--- src/rtl/mem_bank_load_sequencer_if.sv ---
// Bus-beat handshake and address-generator controls between the job sequencer and the
// bank side. Signal suffixes are named from the sequencer's point of view.
interface mem_bank_load_sequencer_if;
    logic bus_valid_i;
    logic bus_ready_o;
    logic gen_start_o;
    logic bank_a_valid_o;
    logic bank_b_valid_o;
    logic gen_clear_o;

    modport master (
        output bus_valid_i,
        input  bus_ready_o,
        input  gen_start_o,
        input  bank_a_valid_o,
        input  bank_b_valid_o,
        input  gen_clear_o
    );

    modport slave (
        input  bus_valid_i,
        output bus_ready_o,
        output gen_start_o,
        output bank_a_valid_o,
        output bank_b_valid_o,
        output gen_clear_o
    );
endinterface

--- src/rtl/mem_bank_load_sequencer.sv ---
// Job sequencer for one matrix multiply: loads A beats, then B beats, then holds
// compute enable for the systolic pass count and reports done or a rejected job.
module mem_bank_load_sequencer #(
    parameter int unsigned ARRAY_WIDTH      = 4,
    parameter int unsigned BUS_WIDTH_BYTES  = 32,
    parameter int unsigned DATA_WIDTH_BYTES = 1
) (
    input  logic                            clk,
    input  logic                            reset_n,
    input  logic                            start_i,
    input  logic [15:0]                     m,
    input  logic [15:0]                     n,
    input  logic [15:0]                     p,
    mem_bank_load_sequencer_if.slave        bus_if,
    output logic                            compute_en_o,
    output logic                            busy_o,
    output logic                            done_o,
    output logic                            error_o
);

    localparam int unsigned Epb = BUS_WIDTH_BYTES / DATA_WIDTH_BYTES;

    typedef enum logic [2:0] {
        StIdle,
        StLoadA,
        StLoadB,
        StCompute,
        StDone
    } state_e;

    state_e      state_q, state_d;
    logic [31:0] cnt_q, cnt_d;
    logic [15:0] m_q, m_d;
    logic [15:0] n_q, n_d;
    logic [15:0] p_q, p_d;

    logic gen_start_q, gen_start_d;
    logic bank_a_valid_q, bank_a_valid_d;
    logic bank_b_valid_q, bank_b_valid_d;
    logic gen_clear_q, gen_clear_d;
    logic compute_en_q, compute_en_d;
    logic busy_q, busy_d;
    logic done_q, done_d;
    logic error_q, error_d;

    // Job geometry, derived from the latched dimensions.
    logic [31:0] mn, np;
    logic [32:0] mn_up, np_up;
    logic [31:0] beats_a, beats_b;
    logic [15:0] tiles_m, tiles_p;
    logic [31:0] pass_len, compute_cycles;

    assign mn       = {16'd0, m_q} * {16'd0, n_q};
    assign np       = {16'd0, n_q} * {16'd0, p_q};
    assign mn_up    = {1'b0, mn} + 33'(Epb - 1);
    assign np_up    = {1'b0, np} + 33'(Epb - 1);
    assign beats_a  = 32'(mn_up / 33'(Epb));
    assign beats_b  = 32'(np_up / 33'(Epb));
    assign tiles_m  = 16'((17'(m_q) + 17'(ARRAY_WIDTH - 1)) / 17'(ARRAY_WIDTH));
    assign tiles_p  = 16'((17'(p_q) + 17'(ARRAY_WIDTH - 1)) / 17'(ARRAY_WIDTH));
    assign pass_len = {16'd0, n_q} + 32'(2 * ARRAY_WIDTH - 2);
    assign compute_cycles = {16'd0, tiles_m} * {16'd0, tiles_p} * pass_len;

    logic        loading, beat, dims_ok, load_last, compute_last;
    logic [31:0] beats_cur;

    assign loading      = (state_q == StLoadA) || (state_q == StLoadB);
    assign beat         = loading && bus_if.bus_valid_i;
    assign dims_ok      = (m != 16'd0) && (n != 16'd0) && (p != 16'd0);
    assign beats_cur    = (state_q == StLoadB) ? beats_b : beats_a;
    assign load_last    = (cnt_q == beats_cur - 32'd1);
    assign compute_last = (cnt_q == compute_cycles - 32'd1);

    always_ff @(posedge clk or negedge reset_n) begin
        if (!reset_n) begin
            state_q        <= StIdle;
            cnt_q          <= '0;
            m_q            <= '0;
            n_q            <= '0;
            p_q            <= '0;
            gen_start_q    <= 1'b0;
            bank_a_valid_q <= 1'b0;
            bank_b_valid_q <= 1'b0;
            gen_clear_q    <= 1'b0;
            compute_en_q   <= 1'b0;
            busy_q         <= 1'b0;
            done_q         <= 1'b0;
            error_q        <= 1'b0;
        end else begin
            state_q        <= state_d;
            cnt_q          <= cnt_d;
            m_q            <= m_d;
            n_q            <= n_d;
            p_q            <= p_d;
            gen_start_q    <= gen_start_d;
            bank_a_valid_q <= bank_a_valid_d;
            bank_b_valid_q <= bank_b_valid_d;
            gen_clear_q    <= gen_clear_d;
            compute_en_q   <= compute_en_d;
            busy_q         <= busy_d;
            done_q         <= done_d;
            error_q        <= error_d;
        end
    end

    always_comb begin
        state_d = state_q;
        cnt_d   = cnt_q;
        m_d     = m_q;
        n_d     = n_q;
        p_d     = p_q;
        unique case (state_q)
            StIdle: begin
                if (start_i && dims_ok) begin
                    m_d     = m;
                    n_d     = n;
                    p_d     = p;
                    cnt_d   = '0;
                    state_d = StLoadA;
                end
            end
            StLoadA, StLoadB: begin
                if (beat) begin
                    if (load_last) begin
                        cnt_d   = '0;
                        state_d = (state_q == StLoadA) ? StLoadB : StCompute;
                    end else begin
                        cnt_d = cnt_q + 32'd1;
                    end
                end
            end
            StCompute: begin
                if (compute_last) begin
                    cnt_d   = '0;
                    state_d = StDone;
                end else begin
                    cnt_d = cnt_q + 32'd1;
                end
            end
            StDone: begin
                state_d = StIdle;
            end
            default: begin
                cnt_d   = '0;
                state_d = StIdle;
            end
        endcase
    end

    // Registered outputs are decoded from the transition being taken this cycle.
    always_comb begin
        gen_start_d    = (state_q == StIdle) && start_i && dims_ok;
        error_d        = (state_q == StIdle) && start_i && !dims_ok;
        bank_a_valid_d = (state_q == StLoadA) && beat;
        bank_b_valid_d = (state_q == StLoadB) && beat;
        gen_clear_d    = beat && load_last;
        compute_en_d   = (state_d == StCompute);
        busy_d         = (state_d != StIdle);
        done_d         = (state_d == StDone);
    end

    assign bus_if.bus_ready_o    = loading;
    assign bus_if.gen_start_o    = gen_start_q;
    assign bus_if.bank_a_valid_o = bank_a_valid_q;
    assign bus_if.bank_b_valid_o = bank_b_valid_q;
    assign bus_if.gen_clear_o    = gen_clear_q;
    assign compute_en_o          = compute_en_q;
    assign busy_o                = busy_q;
    assign done_o                = done_q;
    assign error_o               = error_q;

endmodule

--- src/flat_wrapper.sv ---
// flat-port wrapper written by rule: the top's interface ports become plain ports
module mem_bank_load_sequencer_flat 
#(
    parameter int unsigned ARRAY_WIDTH      = 4,
    parameter int unsigned BUS_WIDTH_BYTES  = 32,
    parameter int unsigned DATA_WIDTH_BYTES = 1
)
  (clk, reset_n, start_i, m, n, p, compute_en_o, busy_o, done_o, error_o, bus_if_bus_valid_i, bus_if_bus_ready_o, bus_if_gen_start_o, bus_if_bank_a_valid_o, bus_if_bank_b_valid_o, bus_if_gen_clear_o);
  mem_bank_load_sequencer_if bus_if_i ();
  input  logic clk;
  input  logic reset_n;
  input  logic start_i;
  input  logic [15:0] m;
  input  logic [15:0] n;
  input  logic [15:0] p;
  output logic compute_en_o;
  output logic busy_o;
  output logic done_o;
  output logic error_o;
  input wire logic [$bits(bus_if_i.bus_valid_i)-1:0] bus_if_bus_valid_i;
  output wire logic [$bits(bus_if_i.bus_ready_o)-1:0] bus_if_bus_ready_o;
  output wire logic [$bits(bus_if_i.gen_start_o)-1:0] bus_if_gen_start_o;
  output wire logic [$bits(bus_if_i.bank_a_valid_o)-1:0] bus_if_bank_a_valid_o;
  output wire logic [$bits(bus_if_i.bank_b_valid_o)-1:0] bus_if_bank_b_valid_o;
  output wire logic [$bits(bus_if_i.gen_clear_o)-1:0] bus_if_gen_clear_o;
  assign bus_if_i.bus_valid_i = bus_if_bus_valid_i;
  assign bus_if_bus_ready_o = bus_if_i.bus_ready_o;
  assign bus_if_gen_start_o = bus_if_i.gen_start_o;
  assign bus_if_bank_a_valid_o = bus_if_i.bank_a_valid_o;
  assign bus_if_bank_b_valid_o = bus_if_i.bank_b_valid_o;
  assign bus_if_gen_clear_o = bus_if_i.gen_clear_o;
  mem_bank_load_sequencer #(.ARRAY_WIDTH(ARRAY_WIDTH), .BUS_WIDTH_BYTES(BUS_WIDTH_BYTES), .DATA_WIDTH_BYTES(DATA_WIDTH_BYTES)) u_core (.clk(clk), .reset_n(reset_n), .start_i(start_i), .m(m), .n(n), .p(p), .bus_if(bus_if_i), .compute_en_o(compute_en_o), .busy_o(busy_o), .done_o(done_o), .error_o(error_o));
endmodule
--- config.mk ---
export PLATFORM = sky130hd
export DESIGN_NAME = mem_bank_load_sequencer_flat
export DESIGN_NICKNAME = d
export VERILOG_FILES = /design/src/rtl/mem_bank_load_sequencer_if.sv /design/src/rtl/mem_bank_load_sequencer.sv /design/src/flat_wrapper.sv
export SDC_FILE = /design/constraint.sdc
export NUM_CORES = 2
export LEC_CHECK = 0
export ABC_CLOCK_PERIOD_IN_PS = 31700
export CAP_MARGIN = 15
export CORE_AREA = 4 4 437 266
export CTS_CLUSTER_SIZE = 30
export DETAILED_ROUTE_END_ITERATION = 6
export DIE_AREA = 0 0 441 270
export GPL_ROUTABILITY_DRIVEN = 0
export HOLD_SLACK_MARGIN = 0.15
export PLACE_DENSITY = 0.58
export SETUP_SLACK_MARGIN = 0.2
export SYNTH_ARGS = -nofsm -noshare
export SYNTH_HDL_FRONTEND = slang
export SYNTH_SLANG_ARGS = --single-unit
export TNS_END_PERCENT = 1
--- constraint.sdc ---
create_clock -name clk -period 31.7 [get_ports clk]
set_input_delay 4.755 -clock clk [delete_from_list [all_inputs] [get_ports clk]]
set_output_delay 4.755 -clock clk [all_outputs]
set_load 0.05 [all_outputs]
Word-level counts from Yosys, hierarchy flattened
Cells that the tools add are included.

storage, ports and cells
  input port bits = 52
  output and inout bits = 9
  register bits = 91
  word-level logic and storage cells = 68

cells by class
  add/subtract/negate cells = 8
  eq/ne operators = 10
  mux-type cells = 12
  $mul = 4
  reductions and logical operators = 20
  bitwise logic cells = 1

operator list
  operator                                                                  number
  32-bit 2-to-1 mux                                                         4
  32-bit case mux with 4 select lines                                       1
  32-bit by 5-bit adder with 33-bit output (second input constant)          2
  32-bit == test                                                            2
  16-bit by 16-bit multiplier with 32-bit output                            2
  32-bit by 1-bit subtractor with 32-bit output (second input constant)     2
  16-bit nonzero test                                                       3
  16-bit by 2-bit adder with 17-bit output (second input constant)          2
  32-bit by 1-bit adder with 32-bit output (second input constant)          1
  32-bit by 32-bit multiplier with 32-bit output                            1
  15-bit by 15-bit multiplier with 30-bit output                            1
  28-bit 2-to-1 mux                                                         1
  16-bit by 3-bit adder with 17-bit output (second input constant)          1
  3-bit 2-to-1 mux                                                          4
  1-bit logical AND                                                         10
  3-bit by 2-bit == test with 1-bit output (second input constant)          3
  3-bit case mux with 3 select lines                                        1
  3-bit == test (second input constant)                                     2
  2-bit by 1-bit inequality test with 1-bit output (second input constant)  2
  3-bit by 1-bit == test with 1-bit output (second input constant)          1
  3-bit logical NOT                                                         1
  3-bit AND reduction                                                       1
  3-bit nonzero test                                                        1
  2-bit AND reduction                                                       1
  5 further kinds                                                           5

Logic depth before layout (Yosys ltp)
  word-level depth = 9
  mapped depth = 57
  gate-level depth less buffers = 52

Worst setup path after synthesis
Ideal clock, no wire load.

  kind = reg2reg
  start point = register u_core.p_q[0]
  end point = register u_core.cnt_q[7]
  library setup time = 126 ps
  buffers on the path = 4
  cell stages (with the launch flop) = 54
  period minus slack after synthesis = 14055 ps
  data required time = 31574 ps
  arrival time = 13929 ps
  setup slack = 17645 ps
  cell sequence = dfrtp_1 > clkbuf_1 > o21a_1 > nand3_1 > nor2_1 > nand3_1 > nor2_1 > nand3_1 > nor2_1 > nand3_1 > nor2_1 > xor2_1 > nand2_1 > fa_1 > fa_1 > fa_1 > fa_1 > fa_1 > (+18 left out) > fa_1 > inv_1 > ha_1 > clkbuf_1 > a21o_1 > a221o_1 > a2111oi_0 > nand4_1 > a2111oi_0 > nand4_1 > nor4_1 > nand4_1 > nor4b_1 > a31oi_1 > o21bai_1 > buf_6 > and3_1 > a221o_1

on the way
  cells in the longest elaborated chain, start to end = 8
  elaborated cells between the ends (all ways) = 14
  those cells by class = add/sub: 4; mul: 3; eq/ne: 2; mux: 5

ends and longest elaborated chain
  item                                                                                    line                            text
  start, declared                                                                         mem_bank_load_sequencer.sv:35   logic [15:0] p_q, p_d;
  start signal, assigned                                                                  mem_bank_load_sequencer.sv:94   p_q <= p_d;
  branches (longest 7 deep; another with 32-bit by 32-bit multiplier with 32-bit output)  --
  32-bit case mux with 4 select lines *                                                   mem_bank_load_sequencer.sv:112  unique case (state_q)
  end signal, assigned                                                                    mem_bank_load_sequencer.sv:91   cnt_q <= cnt_d;
  end, declared                                                                           mem_bank_load_sequencer.sv:32   logic [31:0] cnt_q, cnt_d;

Every way passes the cells marked *. The select of a mux whose other input is x is not followed.
A chain may end at the register's enable or synchronous reset.

Worst setup path in the final report
  start point = register u_core.m_q[0]
  end point = register u_core.cnt_q[21]

on the way
  cells in the longest elaborated chain, start to end = 8
  elaborated cells between the ends (all ways) = 14
  those cells by class = add/sub: 4; mul: 3; eq/ne: 2; mux: 5

ends and longest elaborated chain
  item                                                                                    line                            text
  start, declared                                                                         mem_bank_load_sequencer.sv:33   logic [15:0] m_q, m_d;
  start signal, assigned                                                                  mem_bank_load_sequencer.sv:92   m_q <= m_d;
  branches (longest 7 deep; another with 32-bit by 32-bit multiplier with 32-bit output)  --
  32-bit case mux with 4 select lines *                                                   mem_bank_load_sequencer.sv:112

Marked as above.

==> summary.txt <==
Outcome
  – Status: finished, final reports clean

STA
  – Worst-Margin Slew: about 1.3 ns
  – Crit share post-route: 54.8%
  – Slew Limit Fails: 0
  – Fin crit period: 17.38 ns
  – RSZ-0062 raised after global routing: false
  – Final setup viols: 0
  – Final Hold Viols: 0
  – Setup_tns: 0 ns
  – Clock skew: 0.0192 ns
  – Fmax: ~0.058 GHz
  – Rel. slew slack: 14.3%

Clock tree
  – Number of H-tree levels: 3
  – CTS resizes: 0
  – Clk slew on worst S/H paths: around 0.09 ns
  – Root Buffer: clkbuf_16
  – Post-CTS Setup Inserts: 0
  – Clk_lat worst skew: just over 0.4 ns
  – # hold bufs at CTS: 0
  – Inserted Clock Buffers: 9
  – CTS sink count: about 90
  – CTS tree: done
  – Max clock buf depth: 2

Cells and area
  – Layout cells sized above 1: under 10%
  – Area Overhead vs Synth: 5.94%
  – # nets final: between 6000 and 7000
  – Final core occ: 42.4%
  – Commonest non-fill, non-tap cells in the layout: inv_1 (947), fa_1 (894), and2_1 (550)
  – Post-route cell area: between 40000 and 50000 sq um
  – Fillers: 11104
  – Commonest non-fill, non-tap cell in the layout: inv_1

Drt
  – Detail Route Antenna Nets: 0
  – WL/cell: 23.8 um
  – # DRC: 0
  – Via density: between 5 and 6
  – DR pass1 iterations: 6
  – Final WL: approximately 160000 um
  – Via count: 35559
  – Initial detailed-routing violation count: ~4000

Place
  – Post-DP HPWL: 126000 um
  – Area of placed instances: 47000 sq um
  – Port buffer count: 60

Flow run
  – MaxCap Viol Count: 0

GRT
  – Total GRT Usage: a little over a quarter
  – Vias in the first global route: around 36000
  – Global-route wire length before repair: 237000 um
  – GRT overflow: 0
  – Pin count of the biggest net entering global routing: 61
  – Initial antenna violation count: 3

Die
  – Die width: ~440 um
  – Initial core utilization: between 30% and 40%
  – Number of I/O pins: between 60 and 70
  – Die Area: between 100000 and 150000 sq um
  – Num rows: between 90 and 100
  – Die H: 270 um
  – Core Region: approximately 110000 sq um

Worst setup path
  – Worst reg2reg setup slack: 14.32 ns
  – RR Startpoint: u_core.m_q[0]$_DFFE_PN0P_
  – Worst path max stage delay: around 0.89 ns
  – Worst EP required: 31.94 ns
  – Critical Path Fanout Max: 25
  – R2R cell count: 43
  – Crit start category: flip-flop
  – Reg2Reg Capture Point: u_core.cnt_q[21]$_DFFE_PN0P_
  – Crit. End Element: flip-flop
  – Crit path kind: flip-flop to flip-flop
  – Arr. time, crit path: approximately 18 ns
  – Cell mode on critical path: fa_1
  – Crit-path slowest cell: nor2_2

Synthesis
  – Netlist cell types: 90
  – Synthesis-stage register bit count: between 90 and 100
  – YS warnings: 0
  – EDFF count, synth: 0
  – Async set-reset flop share out of synthesis: 100%
  – Post-Syn Nets: around 6500
  – Synthesized area per cell: roughly 8.8 sq um
  – Mapped Cells: ~5100
  – Cell Area, Synth: between 40000 and 50000 sq um
  – Sequential share of the synthesized area: 5.09%
  – Ys flop type: dfrtp_1

Worst hold path
  – Start point of the worst hold path: u_core.n_q[10]$_DFFE_PN0P_
  – Hold Path Depth: 1
  – Worst Hold End: u_core.n_q[10]$_DFFE_PN0P_
  – Hold crit path type: flip-flop to flip-flop
==> metrics by stage <==
step | setup slack, ns | hold slack (ns) | cells
after floorplan | 17.65 | 0.550 | 5101
after global placement | 15.06 | 0.489 | 6523
after detailed placement | 14.71 | 0.494 | 6524
after CTS | 14.59 | 0.514 | 6539
after global routing | 13.13 | 0.540 | 6543
final | 14.32 | 0.511 | 6547
==> cells in the mapped netlist (20+ instances only) <==
cell        n  area (sq um)
mux2i_1    25           250
nor4_1     28           175
nand2b_1   41           257
a31oi_1    21           131
o21a_1     29           218
fa_1      894         17900
a21o_1     50           375
a211oi_1   25           188
nand4_1    29           181
a21oi_1    97           485
nor3_1     47           235
nor2_1    449          1690
nor2b_1    20           125
inv_1     947          3550
xnor2_1   180          1580
and2_1    550          3440
mux2_2     41           462
ha_1      404          5050
o21ai_0    94           470
nand3_1    53           265
dfrtp_1    91          2280
nand2_1   386          1450
clkbuf_1  217           815
o211ai_1   24           180
and3_1     30           188
xor2_1     89           780
==> worst max-delay path, delay by kind of cell, from the launching register on <==
kind	cells	cell delay (ns)
fa+ha+maj	14	6.90
compound gates	11	4.06
simple gates	14	3.90
xor+xnor	2	1.47
flops	1	0.75
buf+inv	2	0.10
==> logic make-up after synthesis <==
group | Yosys count | share of synthesized area [%]
buffers and inverters | 1181 | 9.94
multiplexers | 66 | 1.59
adder cells (fa/ha/maj) | 1298 | 51.3
AND/OR/NAND/NOR | 1718 | 19.4
XOR/XNOR | 272 | 5.42
flip-flops | 91 | 5.09
AO/OA/AOI/OAI | 475 | 7.27
==> cell type report <==
cell class	count	area [sq um]	area share (%)
inverter	951	3570	7.53
sequential	91	2280	4.81
timing repair buffer	153	1300	2.74
clock buffer	10	239	0.504
tap	1503	1880	3.97
antenna	5	12.5	0.0264
multi-input combinational	3829	38000	80.3
clock inverter	5	62.6	0.132
==> registers in the layout, summed over array words and instances, names as in the netlist <==
register	count
u_core.cnt_q	32
u_core.m_q	16
u_core.n_q	16
u_core.p_q	16
u_core.state_q	3
u_core.bus_if.bank_a_valid_o	1
u_core.bus_if.bank_b_valid_o	1
u_core.bus_if.gen_clear_o	1
u_core.bus_if.gen_start_o	1
u_core.busy_o	1
u_core.compute_en_o	1
u_core.done_o	1
u_core.error_o	1
==> metal layers <==
| layer | up-vias | part of all wire (%) | GRT usage, % | wire length (um) |
|---|---|---|---|---|
| met5 | - | 0.13 | 0.323 | 207 |
| met4 | 6 | 1.3 | 2.93 | 2040 |
| met3 | 102 | 17 | 13.8 | 26500 |
| met2 | 2075 | 34 | 31.1 | 53000 |
| met1 | 17764 | 48 | 43.0 | 74100 |
| li1 | 15612 | - | - | - |
==> worst max path at each step <==
| stage | start | endpoint | slack, ns | cells past startpoint |
|---|---|---|---|---|
| floorplan | u_core.p_q[0]$_DFFE_PN0P_ | u_core.cnt_q[7]$_DFFE_PN0P_ | 17.65 | 53 |
| global placement | u_core.m_q[0]$_DFFE_PN0P_ | u_core.cnt_q[31]$_DFFE_PN0P_ | 15.06 | 43 |
| detailed placement | u_core.m_q[0]$_DFFE_PN0P_ | u_core.cnt_q[21]$_DFFE_PN0P_ | 14.71 | 45 |
| CTS | u_core.m_q[0]$_DFFE_PN0P_ | u_core.cnt_q[21]$_DFFE_PN0P_ | 14.59 | 45 |
| global route | u_core.m_q[0]$_DFFE_PN0P_ | u_core.cnt_q[5]$_DFFE_PN0P_ | 13.13 | 45 |
| finish | u_core.m_q[0]$_DFFE_PN0P_ | u_core.cnt_q[21]$_DFFE_PN0P_ | 14.32 | 43 |
Power is not shown: default switching activity piles up to over one toggle a cycle in this logic, so the estimate is an artifact.
